File: src/rtl/pipe_pkg.sv
// pipe_pkg: shared pipeline constants, encodings and FSM state type
package pipe_pkg;
  localparam int CTRL_REGW  = 4;
  localparam int CTRL_WBSEL = 2;
  localparam int CTRL_MRD   = 1;
  localparam int CTRL_MWR   = 0;
  localparam logic [1:0] WB_ALU = 2'b00;
  localparam logic [1:0] WB_MEM = 2'b01;
  localparam logic [1:0] WB_PC4 = 2'b10;
  localparam logic [31:0] ALIGN_MASK = 32'h0000_0003;
  typedef enum logic {IDLE, BUSY} state_t;
endpackage

File: src/rtl/mem_wb_reg.sv
// mem_wb_reg: MEM/WB pipeline register; stall inserts a bubble and holds tag/data
module mem_wb_reg (
  input  logic        clk,
  input  logic        reset_n,
  input  logic        i_stall,
  input  logic        i_we,
  input  logic [31:0] i_rd,
  input  logic [31:0] i_data,
  output logic        o_we,
  output logic [31:0] o_rd,
  output logic [31:0] o_data
);
  logic        r_we;
  logic [31:0] r_rd;
  logic [31:0] r_data;

  // load on free cycles, bubble the write enable while stalled
  always_ff @(posedge clk or negedge reset_n) begin
    if (!reset_n) begin
      r_we   <= 1'b0;
      r_rd   <= '0;
      r_data <= '0;
    end else if (i_stall) begin
      r_we   <= 1'b0;
    end else begin
      r_we   <= i_we;
      r_rd   <= i_rd;
      r_data <= i_data;
    end
  end

  assign o_we   = r_we;
  assign o_rd   = r_rd;
  assign o_data = r_data;
endmodule

File: src/rtl/mem_access.sv
// mem_access: MEM stage - word load/store over req/ack bus, stall, write-back select
module mem_access
  import pipe_pkg::*;
#(
  parameter int WAIT_LIMIT = 15
) (
  input  logic        clk,
  input  logic        reset_n,
  input  logic [4:0]  ctrl_mem,
  input  logic [31:0] rd_mem,
  input  logic [31:0] pc4_mem,
  input  logic [31:0] alu_result,
  input  logic [31:0] write_data1,
  output logic        stall,
  output logic        dmem_req,
  output logic        dmem_we,
  output logic [31:0] dmem_addr,
  output logic [31:0] dmem_wdata,
  input  logic        dmem_ack,
  input  logic [31:0] dmem_rdata,
  output logic        wb_we,
  output logic [31:0] rd_wb,
  output logic [31:0] wb_data,
  output logic        mem_err
);
  state_t      r_state, w_nstate;
  logic [7:0]  r_cnt, w_ncnt;
  logic        r_err;
  logic        w_mrd, w_mwr, w_op, w_aligned, w_acc, w_misalign, w_abort;
  logic [1:0]  w_wbsel;
  logic [31:0] w_ld, w_wb_data;

  assign w_mrd      = ctrl_mem[CTRL_MRD];
  assign w_mwr      = ctrl_mem[CTRL_MWR];
  assign w_wbsel    = ctrl_mem[CTRL_WBSEL+1:CTRL_WBSEL];
  assign w_op       = w_mrd | w_mwr;
  assign w_aligned  = (alu_result & ALIGN_MASK) == 32'd0;
  assign w_acc      = w_op & w_aligned;
  assign w_misalign = w_op & ~w_aligned;
  assign w_abort    = (r_state == BUSY) & w_acc & ~dmem_ack & (r_cnt == 8'(WAIT_LIMIT));

  // bus is driven straight from the EX/MEM inputs; reset forces req/stall low
  assign dmem_req   = w_acc & reset_n;
  assign dmem_we    = w_mwr;
  assign dmem_addr  = alu_result;
  assign dmem_wdata = write_data1;
  assign stall      = w_acc & ~dmem_ack & ~w_abort & reset_n;

  // load data is only real on an acked aligned load; stores, misalign and timeout read as 0
  always_comb begin
    w_ld      = (w_acc & ~w_mwr & dmem_ack) ? dmem_rdata : 32'd0;
    w_wb_data = (w_wbsel == WB_MEM) ? w_ld : (w_wbsel == WB_PC4) ? pc4_mem : alu_result;
  end

  // next-state and wait counter: enter BUSY on an unacked request, leave on ack or timeout
  always_comb begin
    w_nstate = r_state;
    w_ncnt   = r_cnt;
    if (r_state == IDLE) begin
      if (w_acc & ~dmem_ack) begin
        w_nstate = BUSY;
        w_ncnt   = 8'd1;
      end
    end else if (~w_acc | dmem_ack | w_abort) begin
      w_nstate = IDLE;
      w_ncnt   = 8'd0;
    end else begin
      w_ncnt   = r_cnt + 8'd1;
    end
  end

  // state, counter and sticky error flag
  always_ff @(posedge clk or negedge reset_n) begin
    if (!reset_n) begin
      r_state <= IDLE;
      r_cnt   <= 8'd0;
      r_err   <= 1'b0;
    end else begin
      r_state <= w_nstate;
      r_cnt   <= w_ncnt;
      r_err   <= r_err | w_misalign | w_abort;
    end
  end

  assign mem_err = r_err;

  mem_wb_reg u_mem_wb_reg (
    .clk     (clk),
    .reset_n (reset_n),
    .i_stall (stall),
    .i_we    (ctrl_mem[CTRL_REGW]),
    .i_rd    (rd_mem),
    .i_data  (w_wb_data),
    .o_we    (wb_we),
    .o_rd    (rd_wb),
    .o_data  (wb_data)
  );
endmodule

File: config.mk
export PLATFORM = sky130hd
export DESIGN_NAME = mem_access
export DESIGN_NICKNAME = d
export VERILOG_FILES = /design/src/rtl/pipe_pkg.sv /design/src/rtl/mem_wb_reg.sv /design/src/rtl/mem_access.sv
export SDC_FILE = /design/constraint.sdc
export NUM_CORES = 1
export LEC_CHECK = 0
export CAP_MARGIN = 20
export CORE_UTILIZATION = 30
export DETAILED_ROUTE_END_ITERATION = 12
export MAX_ROUTING_LAYER = met4
export PLACE_DENSITY = 0.78
export SETUP_SLACK_MARGIN = 0.1
export SYNTH_ARGS = -nofsm -noshare
export SYNTH_HDL_FRONTEND = slang
export SYNTH_SLANG_ARGS = --single-unit
File: constraint.sdc
create_clock -name clk -period 4.5 [get_ports clk]
set_input_delay 0.9 -clock clk [delete_from_list [all_inputs] [get_ports clk]]
set_output_delay 0.9 -clock clk [all_outputs]
set_load 0.02 [all_outputs]
## After elaboration in Yosys (flattened, before gate mapping)

Index checks and enable logic that the tools add are counted.

| word-level totals | value |
|---|---|
| register bits | 75 |
| bits of input ports | 168 |
| output and inout port bits | 133 |
| word-level logic and storage cells | 43 |

| operators by class | value |
|---|---|
| add/sub/neg operators | 1 |
| equal/unequal tests | 3 |
| muxes and demuxes | 10 |
| bitwise logic cells | 21 |
| reductions and logical operators | 2 |

Operators by type and width:

| operator | count |
|---|---|
| $mux W32 | 3 |
| $logic_not A32 Y1 | 1 |
| $mux W8 | 3 |
| $and A1 B1 Y1 | 11 |
| $add A8 B1 Y8 const B | 1 |
| $eq A8 B4 Y1 const B | 1 |
| $not A1 Y1 | 5 |
| $or A1 B1 Y1 | 5 |
| $mux W1 | 4 |
| $eq A2 B1 Y1 const B | 1 |
| $eq A2 B2 Y1 const B | 1 |
| $reduce_bool A2 Y1 | 1 |

## Depth between registers and ports, before layout

| logic depth | value |
|---|---|
| word-level depth | 9 |
| depth in mapped cells | 7 |
| gate-level depth less buffers | 5 |

## Modules after synthesis

From an unflattened synthesis, not the netlist that was laid out.

| second synthesis, totals | value |
|---|---|
| cell total of the unflattened synthesis | 412 |
| area, all modules | 4624.4 sq um |

By module, submodules not included:

| module | instances | cells an instance | area an instance (sq um) | sequential area each (sq um) |
|---|---|---|---|---|
| mem_wb_reg | 1 | 137 | 2610.0 | 1626.6 |
| mem_access | 1 | 275 | 2014.4 | 250.2 |

## Least setup slack after synthesis

No wires, ideal clock.

| path | value |
|---|---|
| kind | input -> output |
| start | input dmem_ack |
| end | output stall |
| data arrival time | 1934 ps |
| setup slack | 1666 ps |
| stages | 4 |
| path buffers | 2 |
| cell sequence | nor4_1 and3_4 buf_6 buf_6 |

| on the way | value |
|---|---|
| word-level cells in the longest chain between the ends | 6 |
| elaborated cells on any way between the ends | 7 |

Ends and longest elaborated chain:

| what | line | source |
|---|---|---|
| start, declared | mem_access.sv:19 | `input logic dmem_ack,` |
| $not A1 Y1 * | mem_access.sv:40, mem_access.sv:47 |  |
| $and A1 B1 Y1 (2 in a row) | mem_access.sv:40 | `assign w_abort = (r_state == BUSY) & w_acc & ~dmem_ack & (r_cnt == 8'(WAIT_LIMIT));` |
| $not A1 Y1 | mem_access.sv:47 | `assign stall = w_acc & ~dmem_ack & ~w_abort & reset_n;` |
| $and A1 B1 Y1 * (2 in a row) | mem_access.sv:47 |  |
| end, declared | mem_access.sv:14 | `output logic stall,` |

Every way passes the cells marked *; elsewhere a longest branch is shown, timed or not.

## Worst setup path in the final report

| path | value |
|---|---|
| start | input alu_result[0] |
| end | output stall |

| on the way | value |
|---|---|
| word-level cells in the longest chain between the ends | 8 |
| elaborated cells on any way between the ends | 9 |

Ends and longest elaborated chain:

| what | line | source |
|---|---|---|
| start, declared | mem_access.sv:12 | `input logic [31:0] alu_result,` |
| $logic_not A32 Y1 * | mem_access.sv:37 | `assign w_aligned = (alu_result & ALIGN_MASK) == 32'd0;` |
| $and A1 B1 Y1 * | mem_access.sv:38 | `assign w_acc = w_op & w_aligned;` |
| $and A1 B1 Y1 (3 in a row) | mem_access.sv:40 |  |
| $not A1 Y1 | mem_access.sv:47 |  |
| $and A1 B1 Y1 * (2 in a row) | mem_access.sv:47 |  |

Marked as above.

==> flow_metrics.tcl <==
set metrics [dict create \
    status "completed" \
    first_pass_iters 4 \
    dieArea_sq_um 15250 \
    synth-main-ff-cell "dfrtp_1" \
    num_rows 44 \
    hold_viol 0 \
    p_sw_mw 0.5038 \
    grt_pass1_vias 3455 \
    worstMarginPinSlew_ns 1.057 \
    p_leak_nw 2.842 \
    final_area_sq_um 6771 \
    synth_top_area_cell "dfrtp_1" \
    start_util_pct 30.59 \
    met3_length_mm 1.009 \
    dpl.hpwl_mm 9.342 \
    powerDensity_nw_per_um2 286.8 \
    wl_met1_mm 5.021 \
    cts_resized 0 \
    crit_arrival_ns 3.01 \
    die_w_um 123.5 \
    grt_setup_unrepaired "no" \
    cts_max_level 3 \
    worst_slack_ns 0.5869 \
    detail-route-antenna-nets 0 \
    numCtsBuffers 9 \
    placed_cell_area_sq_um 6459 \
    p_sw_share_pct 25.94 \
    fin_util_pct 46.77 \
    place_congestion 0.7220 \
    synth_edf_count 0 \
    min_period_ns 3.913 \
    finalMaxSlewViolations 0 \
    antenna_found_initial 0 \
    area_delta_synth_final_pct 52.88 \
    slowest_delay_ns 0.68 \
    cts_setup_buffers 0 \
    clock_latency_ns 0.33 \
    routed_wl_mm 12.39 \
    syn_inst 376 \
    overflow 0 \
    die_y_um 123.5 \
    setup_viol 0 \
    vias 3573 \
    cp-end-kind "output pin" \
    hold_path.class "flop to flop" \
    async_reset_ff_share_pct 100.0 \
    yosys.area.top_type_share_pct 42.37 \
    layout_common_cells "234 x clkdlybuf4s50_1, 75 x dfrtp_1, 37 x nor2_1, 36 x mux2_4" \
    irDropWorstVdd_mv 0.1563 \
    cts_tree "yes" \
    clock-skew-final_ns 0.006240 \
    nFillCells 1306 \
    cts_sinks 75 \
    critical_path.max_fanout 5 \
    internal_power_mw 1.438 \
    ctsHoldBuffers 0 \
    period_share_pct 86.96 \
    cpMostUsedCell "clkdlybuf4s50_1" \
    core_region_area_sq_um 14480 \
    max-cap-violations 0 \
    grt_pass1_wl_mm 17.68 \
    fmax_mhz 255.6 \
    top_layer_used "met4" \
    max_slew_margin_pct 29.52 \
    drive_above_1_share_pct 16.12 \
    final_common_cell "clkdlybuf4s50_1" \
    diodes 0 \
    grt_util_all_layers_pct 15.98 \
    syn_nets 545 \
    ys_seq_elements 75 \
    p_clk_share_pct 35.0 \
    multi_input_area_sq_um 1936 \
    synth_seq_area_share_pct 42.37 \
    slowest_stage "clkdlybuf4s50_1" \
    root_buffer "clkbuf_16" \
    clockBufferDepth 2 \
    avgSynthCellArea_sq_um 11.78 \
    crit_path_cell_trace "clkdlybuf4s50_1 -> nor4_1 -> and3_4 -> clkdlybuf4s50_1" \
    worstPathRequired_ns 3.60 \
    drtIter0Drc 114 \
    setup_tns_ns 0 \
    seq_power_share_pct 38.8 \
    wl_met2_mm 6.206 \
    vias_per_cell 4.895 \
    yosys.cell_types.count 37 \
    criticalPathCategory "primary input to output pin" \
    path_clk_slew_ns 0.05 \
    drc_errors 0 \
    wl_per_cell_um 16.97 \
    pwr-share-comb_pct 26.2 \
    num-nets-final 711 \
    final-seq-area_sq_um 1877 \
    port_buffers 236 \
    synth_area_leaders "dfrtp_1 42%, mux2_4 12%, buf_4 11%, a221o_1 7.2%, mux2i_1 7.2%" \
    io-pin-count 301 \
    grt_max_degree 66 \
    syn_area_sq_um 4429 \
    yosysWarnings 0 \
    critPathLaunchType "primary input" \
    pre_cts_slack_ns 0.5821 \
]
[worst paths after layout]
kind | startpoint | to | slack [ns] | depth (start not counted)
max | alu_result[0] | stall | 0.59 | 4
min in group asynchronous | reset_n | r_cnt[6] | 0.51 | 1
max in group asynchronous | reset_n | u_mem_wb_reg.o_data[21] | 3.05 | 2
max reg2reg | r_cnt[0] | u_mem_wb_reg.o_data[12] | 1.89 | 6
min reg2reg | u_mem_wb_reg.o_rd[27] | u_mem_wb_reg.o_rd[27] | 0.50 | 1
min | u_mem_wb_reg.o_rd[27] | u_mem_wb_reg.o_rd[27] | 0.50 | 1
[cell type report]
type	count	area share (%)
clock buffer	12	3.936
clock inverter	3	0.3141
inverter	3	0.1663
multi-input combinational	211	28.58
sequential	75	27.72
tap	184	3.400
timing repair buffer	242	35.88
[routing by layer]
metal | GRT usage, % | vias to the layer above
li1 | - | 1646
met1 | 17.91 | 1700
met2 | 26.92 | 216
met3 | 4.244 | 11
met4 | 6.476 | 0
met5 | - | -
[synthesized netlist by cell type, types with 3 or more instances]
cell type / number
dfrtp_1: 75
clkbuf_1: 15
nor3_1: 3
nand2_1: 4
nand3_1: 3
nor4_1: 3
o21ai_0: 6
mux2_4: 36
buf_6: 5
or3_1: 4
buf_4: 65
nor2_1: 37
a221o_1: 32
inv_1: 3
mux2i_1: 32
mux2_2: 26
[flip-flops by register name (all words and copies together), names as in the netlist]
signal and flops:
r_state 1, r_cnt 8, mem_err 1, u_mem_wb_reg.o_rd 32, u_mem_wb_reg.o_we 1, u_mem_wb_reg.o_data 32
[stage by stage]
stage,hold WS (ns),total power [mW],std cells
final,0.5038,1.942,730
after global routing,0.5130,2.039,730
after CTS,0.5073,1.977,729
after global placement,0.4880,1.265,714
after floorplan,0.4923,1.039,376
after detailed placement,0.4797,1.274,714
[power by group through the flow]
stage	Clock [mW]	Combinational, mW	Sequential, mW
6_report	0.680	0.508	0.753
5_1_grt	0.739	0.541	0.759
4_1_cts	0.712	0.511	0.754
3_5_place_dp	0	0.508	0.766
3_3_place_gp	0	0.502	0.763
2_1_floorplan	0	0.220	0.820
[worst max-delay path, delay by kind of cell]
| family | cells | cell delay [ns] |
|---|---|---|
| simple gates | 2 | 0.89 |
| buf+inv | 2 | 1.22 |
[logic make-up after synthesis]
group                    after synthesis  share of synthesized area (%)
XOR/XNOR                               2                         0.3956
multiplexers                          94                          26.05
adder cells (fa/ha/maj)                1                         0.2824
AO/OA/AOI/OAI                         48                          9.633
AND/OR/NAND/NOR                       66                          7.231
flip-flops                            75                          42.37
buffers and inverters                 90                          14.04
No activity file was read; power rests on OpenSTA's default activity.
